`src/rtl/mem_arbiter.sv`:
```
// Arbiter sharing one single-port word RAM between instruction fetch and load/store.
// Round-robin grant on ties, one-cycle read latency, and per-requester response hold under backpressure.
module mem_arbiter #(
   parameter int AW = 30,
   parameter int DW = 32
) (
   input  logic          clk,
   input  logic          rst_n,
   // fetch request / response
   input  logic          i_req_valid,
   input  logic [AW-1:0] i_req_addr,
   output logic          i_req_ready,
   output logic          i_rsp_valid,
   output logic [DW-1:0] i_rsp_data,
   input  logic          i_rsp_ready,
   // data request / response
   input  logic          d_req_valid,
   input  logic          d_req_we,
   input  logic [AW-1:0] d_req_addr,
   input  logic [DW-1:0] d_req_wdata,
   output logic          d_req_ready,
   output logic          d_rsp_valid,
   output logic [DW-1:0] d_rsp_data,
   input  logic          d_rsp_ready,
   // RAM port
   output logic [AW-1:0] mem_addr,
   output logic          mem_re,
   output logic          mem_we,
   output logic [DW-1:0] mem_din,
   input  logic [DW-1:0] mem_dout
);

   typedef enum logic {SRC_I = 1'b0, SRC_D = 1'b1} src_e;

   src_e          last_q, last_d;
   logic [AW-1:0] addr_q, addr_d;
   logic [DW-1:0] din_q, din_d;

   logic          i_pend_q, i_pend_d;
   logic          i_hold_vld_q, i_hold_vld_d;
   logic [DW-1:0] i_hold_q, i_hold_d;
   logic          d_pend_q, d_pend_d;
   logic          d_hold_vld_q, d_hold_vld_d;
   logic [DW-1:0] d_hold_q, d_hold_d;

   logic i_elig, d_elig;
   logic gnt_i, gnt_d;

   // A reader is only eligible if its response slot will be free next cycle.
   assign i_elig = i_req_valid && (!i_rsp_valid || i_rsp_ready);
   assign d_elig = d_req_valid && (d_req_we || !d_rsp_valid || d_rsp_ready);

   // NOTE: every signal written in always_comb gets a default first, otherwise a latch is inferred.
   always_comb begin
      gnt_i = 1'b0;
      gnt_d = 1'b0;
      if (rst_n) begin
         if (i_elig && d_elig) begin
            if (last_q == SRC_D) gnt_i = 1'b1;
            else                 gnt_d = 1'b1;
         end else begin
            gnt_i = i_elig;
            gnt_d = d_elig;
         end
      end
   end

   assign i_req_ready = gnt_i;
   assign d_req_ready = gnt_d;

   always_comb begin
      mem_re   = gnt_i || (gnt_d && !d_req_we);
      mem_we   = gnt_d && d_req_we;
      mem_addr = addr_q;
      mem_din  = din_q;
      if (gnt_i) mem_addr = i_req_addr;
      else if (gnt_d) mem_addr = d_req_addr;
      if (gnt_i || gnt_d) mem_din = d_req_wdata;
   end

   assign i_rsp_valid = i_pend_q || i_hold_vld_q;
   assign i_rsp_data  = i_hold_vld_q ? i_hold_q : mem_dout;
   assign d_rsp_valid = d_pend_q || d_hold_vld_q;
   assign d_rsp_data  = d_hold_vld_q ? d_hold_q : mem_dout;

   always_comb begin
      last_d = last_q;
      if (gnt_d)      last_d = SRC_D;
      else if (gnt_i) last_d = SRC_I;
      addr_d = mem_addr;
      din_d  = mem_din;

      // RAM data is only valid in the cycle after the read, so capture it then if not consumed.
      i_pend_d     = gnt_i;
      i_hold_vld_d = i_hold_vld_q;
      i_hold_d     = i_hold_q;
      if (i_pend_q && !i_rsp_ready) begin
         i_hold_vld_d = 1'b1;
         i_hold_d     = mem_dout;
      end else if (i_rsp_ready) begin
         i_hold_vld_d = 1'b0;
      end

      d_pend_d     = gnt_d && !d_req_we;
      d_hold_vld_d = d_hold_vld_q;
      d_hold_d     = d_hold_q;
      if (d_pend_q && !d_rsp_ready) begin
         d_hold_vld_d = 1'b1;
         d_hold_d     = mem_dout;
      end else if (d_rsp_ready) begin
         d_hold_vld_d = 1'b0;
      end
   end

   // NOTE: state registers use non-blocking assignments so every flop samples pre-edge values.
   always_ff @(posedge clk or negedge rst_n) begin
      if (!rst_n) begin
         last_q       <= SRC_D;
         addr_q       <= '0;
         din_q        <= '0;
         i_pend_q     <= 1'b0;
         i_hold_vld_q <= 1'b0;
         d_pend_q     <= 1'b0;
         d_hold_vld_q <= 1'b0;
         // NOTE: hold data registers are cleared too, so nothing stale is ever visible after reset.
         i_hold_q     <= '0;
         d_hold_q     <= '0;
      end else begin
         last_q       <= last_d;
         addr_q       <= addr_d;
         din_q        <= din_d;
         i_pend_q     <= i_pend_d;
         i_hold_vld_q <= i_hold_vld_d;
         i_hold_q     <= i_hold_d;
         d_pend_q     <= d_pend_d;
         d_hold_vld_q <= d_hold_vld_d;
         d_hold_q     <= d_hold_d;
      end
   end

endmodule

```
`config.mk`:
```
export PLATFORM = sky130hd
export DESIGN_NAME = mem_arbiter
export DESIGN_NICKNAME = d
export VERILOG_FILES = /design/src/rtl/mem_arbiter.sv
export SDC_FILE = /design/constraint.sdc
export NUM_CORES = 1
export LEC_CHECK = 0
export ABC_AREA = 0
export CORE_ASPECT_RATIO = 0.5
export CORE_MARGIN = 3
export CORE_UTILIZATION = 35
export CTS_CLUSTER_SIZE = 30
export DETAILED_ROUTE_END_ITERATION = 6
export PLACE_DENSITY = 0.68
export SLEW_MARGIN = 20
export SYNTH_ARGS = -nofsm -noshare
export SYNTH_HDL_FRONTEND = slang
export SYNTH_SLANG_ARGS = --single-unit
```
`constraint.sdc`:
```
create_clock -name clk -period 2.34 [get_ports clk]
set_input_delay 0.234 -clock clk [delete_from_list [all_inputs] [get_ports clk]]
set_output_delay 0.234 -clock clk [all_outputs]
set_load 0.02 [all_outputs]
```
==> flow_metrics.env, run 1 <==
export IMPL_numPortBuffers=262
export IMPL_clkTransAtPathRegs_ns=0.06
export IMPL_postRouteAntennaNets=0
export IMPL_dieArea_um2=19200
export IMPL_routedWlPerCell_um=19.3
export IMPL_grt_pass1_wl_um=29300
export IMPL_grtUsageTotal=0.196
export IMPL_drc=0
export IMPL_avgSynthCellArea_um2=12.8
export IMPL_netlist_area_um2=6120
export IMPL_p_sw_frac=0.283
export IMPL_hold_violations=0
export IMPL_gr_total_overflow=0
export IMPL_htreeDepth=4
export IMPL_skew_ns=0.0140
export IMPL_finalSetupViolCount=18
export IMPL_synthToLayoutAreaGrowth_pct=68.6
export IMPL_cts_root_buf="clkbuf_16"
export IMPL_io_pins=263
export IMPL_cts_tree="done"
export IMPL_maxSlewHeadroom=0.436
export IMPL_grt_max_degree=67
export IMPL_fp_dieW_um=193
export IMPL_place_congestion=0.724
export IMPL_cpMaxStageDelayCell="dfrtp_1"
export IMPL_cts_buffers=17
export IMPL_critPathCapture="mem_addr[26]"
export IMPL_crit_reg2reg_capture="addr_q[25]"
export IMPL_post_route_period_util=1.02
export IMPL_power_density_nw_per_um2=836
export IMPL_cp_required_ns=2.11
export IMPL_post_drt_via_cell_ratio=5.00
export IMPL_synthArstFlopShare=1.00
export IMPL_antenna_found_initial=0
export IMPL_synth_top_family_by_area="multiplexers"
export IMPL_violations="setup timing"
export IMPL_ir_drop_v=0.000569
export IMPL_min_period_ns=2.39
export IMPL_max_cap_violations=0
export IMPL_slowest_delay_ns=0.43
export IMPL_die_h_um=99.5
export IMPL_crit_type="flip-flop to output port"
export IMPL_fin_area_um2=10300
export IMPL_synthSimpleGateAreaFrac=0.0656
export IMPL_finalPower_uw=8630
export IMPL_synth_flop_cell="dfrtp_1"
export IMPL_layout_commonest_cell="clkdlybuf4s50_1"
export IMPL_dr_pass1_iters=5
export IMPL_drt_total_wl_um=19800
export IMPL_worst_pin_slew_ns=0.845
export IMPL_crit_chain="o21bai_4 > buf_6 > and3_4 > clkbuf_16 > o21ai_1 > a31oi_1 > buf_4"
export IMPL_worstPathArrival_ns=2.16
export IMPL_internal_power_uw=6180
export IMPL_cp_start_kind="flip-flop"
export IMPL_yosysSeqAreaShare=0.536
export IMPL_most_common_layout_cells="clkdlybuf4s50_1, mux2_2, dfrtp_1, buf_4, nand3_1"
export IMPL_drive_gt1_frac=0.468
export IMPL_num_rows=33
export IMPL_clk_path_buf_depth=2
export IMPL_critPathCaptureType="output port"
export IMPL_nFillCells=1342
export IMPL_p_leak_uw=0.00434
export IMPL_placedInstanceArea_um2=9210
export IMPL_num_antenna_cells=0
export IMPL_worst_r2r_path_depth=9
export IMPL_report_final_slew_viol_count=0
export IMPL_synth_enable_flop_cells=0
export IMPL_dr_total_vias=5133
export IMPL_fin_setup_tns_ns=-0.409
export IMPL_syn_num_nets=609
export IMPL_pwr_share_comb=0.313
export IMPL_reg2reg_from="i_hold_vld_q"
export IMPL_insertion_delay_ns=0.41
export IMPL_synthMuxAreaShare=0.294
export IMPL_status="finished with violations"
export IMPL_final_util=0.616
export IMPL_dp_hpwl_um=13000
export IMPL_synth_xor_area_share=0
export IMPL_synthAdderAreaFrac=0
export IMPL_fmax_mhz=419
export IMPL_synth_warnings=0
export IMPL_cts_sinks=131
export IMPL_rsz0062_at_grt="true"
export IMPL_drtIter0Drc=213
export IMPL_p_switching_uw=2440
export IMPL_synthCells=478
export IMPL_power_share_clock=0.340
export IMPL_crit_start="i_hold_vld_q"
export IMPL_nNetsFinal=919
export IMPL_hold_class="primary input to asynchronous set/reset pin"
export IMPL_rrSetupSlack_ns=0.51
export IMPL_synth_compound_area_frac=0.0654
export IMPL_setup_ws_ns=-0.0493
export IMPL_ys_ff_latch=131
export IMPL_pwr_share_seq=0.347
export IMPL_start_util=0.365
export IMPL_coreArea_um2=16800
export IMPL_synth_cell_type_count=27
export IMPL_cp_max_fo=6
export IMPL_grt_pass1_vias=5260
## power by group through the flow
stage / clock [µW] / sequential, µW / combinational, µW
6_report: 2930 / 3000 / 2700
5_1_grt: 3080 / 3050 / 2860
4_1_cts: 2980 / 2970 / 2400
3_5_place_dp: 0 / 3010 / 2490
3_3_place_gp: 0 / 2990 / 2460
2_1_floorplan: 0 / 2940 / 1310
## cells in the mapped netlist, drive strengths merged (2+ instances only)
master    n  area share
or2       3      0.0031
buf      24       0.026
nor2      2      0.0012
dfrtp   130        0.53
nand3    33       0.029
nand2     4      0.0037
nor3     30       0.025
a21oi     2      0.0022
a31oi    30       0.031
mux2    160        0.29
nand2b    3      0.0031
inv       4      0.0025
o21ai    31       0.025
clkbuf   17       0.011
## layout make-up
cell class | instances | area [µm²] | share of cell area
Clock buffer | 21 | 460 | 0.0446
Clock inverter | 10 | 180 | 0.0175
Inverter | 4 | 15.0 | 0.00145
Multi-Input combinational cell | 302 | 2880 | 0.279
Sequential cell | 131 | 3280 | 0.318
Tap cell | 227 | 284 | 0.0275
Timing Repair Buffer | 332 | 3220 | 0.312
## worst min path at each step
stage | start | end | slack (ns) | depth (start not counted)
CTS | rst_n | i_hold_q[19] | 0.09 | 2
finish | rst_n | d_hold_q[14] | 0.06 | 2
detailed placement | rst_n | last_q | 0.22 | 1
global placement | rst_n | last_q | 0.21 | 1
global route | rst_n | d_hold_q[14] | 0.15 | 2
floorplan | rst_n | addr_q[0] | -0.06 | 0
## cell families after synthesis
family,count (synthesis)
flip-flops,131
AO/OA/AOI/OAI,66
AND/OR/NAND/NOR,76
multiplexers,160
buffers and inverters,45
## stage by stage
stage          std cells  setup slack (ns)  hold WS, ns
5_1_grt             1027            -0.137        0.146
6_report            1027           -0.0493       0.0621
3_5_place_dp         963            -0.236        0.215
4_1_cts             1003            -0.120       0.0939
2_1_floorplan        478             0.438      -0.0616
3_3_place_gp         963            -0.244        0.215
## flip-flops by register name (all words and copies together), names as in the netlist
register	count
d_hold_q	32
din_q	32
i_hold_q	32
addr_q	30
d_hold_vld_q	1
d_pend_q	1
i_hold_vld_q	1
i_pend_q	1
last_q	1
## worst max-delay path, delay by kind of cell (launching register included)
family          cells  cell delay [ns]
compound gates      3             0.53
buf+inv             3             0.51
flops               1             0.43
simple gates        1             0.27
## metal layers
| metal | GRT usage | vias up | wire [µm] |
|---|---|---|---|
| met5 | 0 | - | 0 |
| met4 | 0.0577 | 0 | 296 |
| met3 | 0.0377 | 22 | 711 |
| met2 | 0.355 | 117 | 10500 |
| met1 | 0.239 | 2620 | 8260 |
| li1 | - | 2374 | - |
## repair_timing
item | in CTS | in global routing
buffers inserted | 8 | 20
hold buffers | 1 | 0
pin swaps | 6 | 43
gates cloned | 1 | 4
endpoints found under the hold margin | 1 | 0
resized for setup | 338 | 118
setup endpoints to repair | 130 | 97
No activity file was read; power rests on OpenSTA's default activity.
==> inputs of run 2 (changes only) <==
- PLACE_DENSITY: 0.68 -> 0.71
- RECOVER_POWER: default -> 100
- clock period: 2.34 -> 1.97 ns (I/O delays scaled with it)
==> flow_metrics.env, run 2 (same netlist as run 1, synthesis figures left out) <==
export IMPL_crit_type="flip-flop to output port"
export IMPL_cp_depth=6
export IMPL_rsz0062_at_grt="true"
export IMPL_rrSetupSlack_ns=0.20
export IMPL_cp_start_kind="flip-flop"
export IMPL_dp_hpwl_um=13500
export IMPL_cpMaxStageDelayCell="dfrtp_1"
export IMPL_post_route_period_util=1.16
export IMPL_drive_gt1_frac=0.507
export IMPL_crit_chain="o21ba_4 > a21o_4 > nand2_8 > buf_12 > mux2_2 > buf_6"
export IMPL_postRouteAntennaNets=0
export IMPL_post_drt_via_cell_ratio=5.03
export IMPL_finalSetupViolCount=103
export IMPL_grt_pass1_wl_um=30700
export IMPL_dpl_cell_count=972
export IMPL_min_period_ns=2.28
export IMPL_cts_sinks=131
export IMPL_routedWlPerCell_um=20.0
export IMPL_maxSlewHeadroom=0.416
export IMPL_antenna_found_initial=0
export IMPL_p_leak_uw=0.00442
export IMPL_critPathCapture="mem_din[5]"
export IMPL_ir_drop_v=0.000665
export IMPL_p_switching_uw=2980
export IMPL_cts_buffers=17
export IMPL_skew_ns=0.00947
export IMPL_dieArea_um2=19200
export IMPL_setup_ws_ns=-0.306
export IMPL_internal_power_uw=7200
export IMPL_cts_tree="done"
export IMPL_grtUsageTotal=0.206
export IMPL_insertion_delay_ns=0.41
export IMPL_drc=0
export IMPL_p_sw_frac=0.292
export IMPL_num_rows=33
export IMPL_status="finished with violations"
export IMPL_hold_class="primary input to flip-flop"
export IMPL_place_congestion=0.751
export IMPL_fp_dieW_um=193
export IMPL_placedInstanceArea_um2=9270
export IMPL_max_cap_violations=0
export IMPL_worst_pin_slew_ns=0.873
export IMPL_dr_pass1_iters=5
export IMPL_power_share_clock=0.332
export IMPL_top_regs="d_hold_q x32, din_q x32, i_hold_q x32"
export IMPL_violations="setup timing"
export IMPL_grt_max_degree=75
export IMPL_reg2reg_from="d_pend_q"
export IMPL_htreeDepth=4
export IMPL_report_final_slew_viol_count=0
export IMPL_final_cells=1026
export IMPL_cts_root_buf="clkbuf_16"
export IMPL_io_pins=263
export IMPL_numPortBuffers=262
export IMPL_num_antenna_cells=0
export IMPL_crit_start="d_pend_q"
export IMPL_start_util=0.365
export IMPL_drt_total_wl_um=20600
export IMPL_most_common_layout_cells="clkdlybuf4s50_1, mux2_2, dfrtp_1, buf_4, buf_6"
export IMPL_fmax_mhz=439
export IMPL_slowest_delay_ns=0.39
export IMPL_dr_total_vias=5160
export IMPL_power_density_nw_per_um2=973
export IMPL_clkTransAtPathRegs_ns=0.06
export IMPL_pwr_share_seq=0.349
export IMPL_worstPathArrival_ns=2.08
export IMPL_synthToLayoutAreaGrowth_pct=70.9
export IMPL_drtIter0Drc=207
export IMPL_layout_commonest_cell="clkdlybuf4s50_1"
export IMPL_clk_path_buf_depth=2
export IMPL_holdWs_ns=0.398
export IMPL_fin_area_um2=10500
export IMPL_coreArea_um2=16800
export IMPL_pwr_share_comb=0.319
export IMPL_hold_violations=0
export IMPL_cp_required_ns=1.77
export IMPL_cp_num_buf_inv=2
export IMPL_worst_r2r_path_depth=6
export IMPL_die_h_um=99.5
export IMPL_critical_path_top_delay_family="compound AO/OA/AOI/OAI gates"
export IMPL_grt_pass1_vias=5611
export IMPL_gr_total_overflow=0
export IMPL_critPathCaptureType="output port"
export IMPL_crit_reg2reg_capture="din_q[13]"
export IMPL_final_util=0.624
export IMPL_cp_max_fo=7
export IMPL_nNetsFinal=917
## run 2: per-layer routing
layer / vias up / share of wire / track usage
li1: 2375 / - / -
met1: 2636 / 0.41 / 0.241
met2: 120 / 0.54 / 0.376
met3: 29 / 0.037 / 0.0408
met4: 0 / 0.019 / 0.0733
met5: - / 0 / 0
## run 2: how the worst min path moves through the flow
stage,end,slack (ns),start,cells past startpoint
6_report,addr_q[5],0.40,d_req_addr[5],3
5_1_grt,addr_q[11],0.40,d_req_addr[11],3
3_5_place_dp,addr_q[2],0.23,rst_n,2
2_1_floorplan,addr_q[0],-0.1,rst_n,0
3_3_place_gp,addr_q[2],0.23,rst_n,2
4_1_cts,addr_q[14],0.35,rst_n,4
## run 2: area by class of cell
class / count / area (µm²)
clock buffers: 20 / 447
clock inverters: 12 / 181
fillers: 1312 / 6300
inverters: 4 / 15.0
multi-input cells: 302 / 2990
flip-flops and latches: 131 / 3280
well taps: 227 / 284
repair buffers: 330 / 3260
## run 2: timing repair
action                                  in CTS  in global routing
resized for setup                          484                124
cloned                                       2                  6
setup buffers                                7                  5
endpoints found under the hold margin       57                  0
pin swaps                                    9                 17
endpoints found under the setup margin     132                200
hold buffers                                 3                  0
## run 2: tightest hold or removal path: stages
cell and delay, ns:
clkdlybuf4s50_1 0.40, nand3_1 0.07, a31oi_1 0.10
## run 2: power by group through the flow
| stage | Combinational, µW | Clock, µW | Sequential, µW |
|---|---|---|---|
| 2_1_floorplan | 1560 | 0 | 3490 |
| 3_3_place_gp | 2950 | 0 | 3540 |
| 3_5_place_dp | 2990 | 0 | 3580 |
| 4_1_cts | 3030 | 3450 | 3550 |
| 5_1_grt | 3440 | 3570 | 3630 |
| 6_report | 3250 | 3380 | 3550 |
## run 2: stage by stage
stage | TNS [ns] | setup slack, ns | power (µW)
CTS | -28.54 | -0.330 | 10000
floorplan | 0 | 0.105 | 5050
detailed placement | -35.65 | -0.614 | 6570
finish | -24.80 | -0.306 | 10200
global route | -35.74 | -0.378 | 10600
global placement | -34.21 | -0.585 | 6490
==> inputs of run 3 (changes only) <==
- MAX_ROUTING_LAYER: default -> met4
==> flow_metrics.env, run 3 (same netlist as run 1, synthesis figures left out) <==
export IMPL_status="finished with violations"
export IMPL_violations="setup timing"
export IMPL_critPathCaptureType="output port"
export IMPL_cts_buffers=17
export IMPL_postRouteAntennaNets=0
export IMPL_grtUsageTotal=0.212
export IMPL_die_h_um=99.5
export IMPL_grt_busiest_layer="met2"
export IMPL_seq_area_um2=3280
export IMPL_antenna_found_initial=0
export IMPL_final_util=0.624
export IMPL_use_met2=0.377
export IMPL_rsz0062_at_grt="true"
export IMPL_drc=0
export IMPL_synthToLayoutAreaGrowth_pct=70.9
export IMPL_cts_root_buf="clkbuf_16"
export IMPL_drtIter0Drc=187
export IMPL_cts_tree="done"
export IMPL_ir_drop_v=0.000666
export IMPL_min_period_ns=2.28
export IMPL_post_drt_via_cell_ratio=5.05
export IMPL_internal_power_uw=7200
export IMPL_pwr_share_comb=0.319
export IMPL_hold_violations=0
export IMPL_htreeDepth=4
export IMPL_worstPathArrival_ns=2.08
export IMPL_hold_class="primary input to flip-flop"
export IMPL_p_sw_frac=0.292
export IMPL_worst_pin_slew_ns=0.876
export IMPL_grt_pass1_vias=5631
export IMPL_dr_pass1_iters=4
export IMPL_numPortBuffers=262
export IMPL_clkTransAtPathRegs_ns=0.06
export IMPL_coreArea_um2=16800
export IMPL_cts_sinks=131
export IMPL_crit_type="flip-flop to output port"
export IMPL_p_leak_uw=0.00442
export IMPL_max_cap_violations=0
export IMPL_power_density_nw_per_um2=972
export IMPL_maxSlewHeadroom=0.414
export IMPL_fmax_mhz=439
export IMPL_multi_input_area_um2=2990
export IMPL_nNetsFinal=917
export IMPL_clk_path_buf_depth=2
export IMPL_power_share_clock=0.331
export IMPL_dp_hpwl_um=13500
export IMPL_start_util=0.365
export IMPL_layout_commonest_cell="clkdlybuf4s50_1"
export IMPL_io_pins=263
export IMPL_drive_gt1_frac=0.507
export IMPL_final_cells=1026
export IMPL_cp_start_kind="flip-flop"
export IMPL_gr_total_overflow=0
export IMPL_dr_total_vias=5178
export IMPL_dpl_cell_count=972
export IMPL_report_final_slew_viol_count=0
export IMPL_place_congestion=0.760
export IMPL_num_antenna_cells=0
export IMPL_post_route_period_util=1.16
export IMPL_met3_usage=0.0356
export IMPL_routedWlPerCell_um=20.0
export IMPL_pwr_share_seq=0.349
export IMPL_insertion_delay_ns=0.41
export IMPL_cp_max_fo=7
export IMPL_skew_ns=0.00966
export IMPL_finalPower_uw=10200
export IMPL_setup_ws_ns=-0.309
export IMPL_nFillCells=1312
export IMPL_fp_dieW_um=193
export IMPL_holdWs_ns=0.401
export IMPL_grt_pass1_wl_um=30600
export IMPL_grt_max_degree=75
export IMPL_dieArea_um2=19200
export IMPL_post_place_ws_ns=-0.614
export IMPL_drt_total_wl_um=20500
export IMPL_most_common_layout_cells="clkdlybuf4s50_1, mux2_2, dfrtp_1, buf_4, buf_6"
export IMPL_p_switching_uw=2970
export IMPL_top_regs="d_hold_q x32, din_q x32, i_hold_q x32"
export IMPL_finalSetupViolCount=103
export IMPL_cp_required_ns=1.77
export IMPL_met1_usage=0.245
export IMPL_num_rows=33
==> run 3: cell counts in the layout (fill, tap and decap cells not counted) <==
Identical to the previous run, type by type.
==> run 3: routing by layer <==
| layer | up-vias | routed length (µm) |
|---|---|---|
| met5 | - | 0 |
| met4 | 0 | 359 |
| met3 | 24 | 678 |
| met2 | 117 | 11100 |
| met1 | 2660 | 8380 |
| li1 | 2377 | - |
==> run 3: final timing paths <==
kind / start / slack (ns) / cells past startpoint / endpoint
setup reg to reg: d_pend_q / 0.20 / 6 / din_q[13]
hold / removal: d_req_addr[5] / 0.40 / 3 / addr_q[5]
max in group asynchronous: rst_n / 0.14 / 4 / i_hold_vld_q
setup / recovery: d_pend_q / -0.31 / 6 / mem_din[2]
min in group asynchronous: rst_n / 0.76 / 3 / d_hold_q[19]
hold reg to reg: i_hold_q[6] / 0.49 / 1 / i_hold_q[6]
==> run 3: critical path, stage by stage, from the launching register on <==
cell and delay (ns):
dfrtp_1 0.39, o21ba_4 0.25, a21o_4 0.24, nand2_8 0.15
clkbuf_16 0.18, mux2_4 0.31, buf_6 0.14
==> run 3: power by group through the flow <==
stage	registers (µW)	logic [µW]	clock network [µW]
2_1_floorplan	3490	1560	0
3_3_place_gp	3540	2950	0
3_5_place_dp	3580	2990	0
4_1_cts	3550	3030	3450
5_1_grt	3630	3440	3580
6_report	3550	3250	3370
==> run 3: final cells by class <==
| cell class | instances | share of cell area |
|---|---|---|
| Timing Repair Buffer | 330 | 0.312 |
| Multi-Input combinational cell | 302 | 0.286 |
| Sequential cell | 131 | 0.313 |
| Clock buffer | 20 | 0.0427 |
| Tap cell | 227 | 0.0271 |
| Clock inverter | 12 | 0.0173 |
| Inverter | 4 | 0.00143 |
==> run 3: stage by stage <==
stage,area (µm²),TNS [ns]
6_report,10500,-24.85
5_1_grt,10500,-35.69
4_1_cts,10200,-28.54
3_5_place_dp,9270,-35.65
3_3_place_gp,9270,-34.21
2_1_floorplan,6120,0
==> run 3: what timing repair did <==
action / CTS / global route
pin swaps: 9 / 17
resized for setup: 484 / 124
endpoints found under the hold margin: 57 / 0
buffers inserted: 7 / 5
cloned: 2 / 6
setup endpoints to repair: 132 / 200
hold buffers: 3 / 0
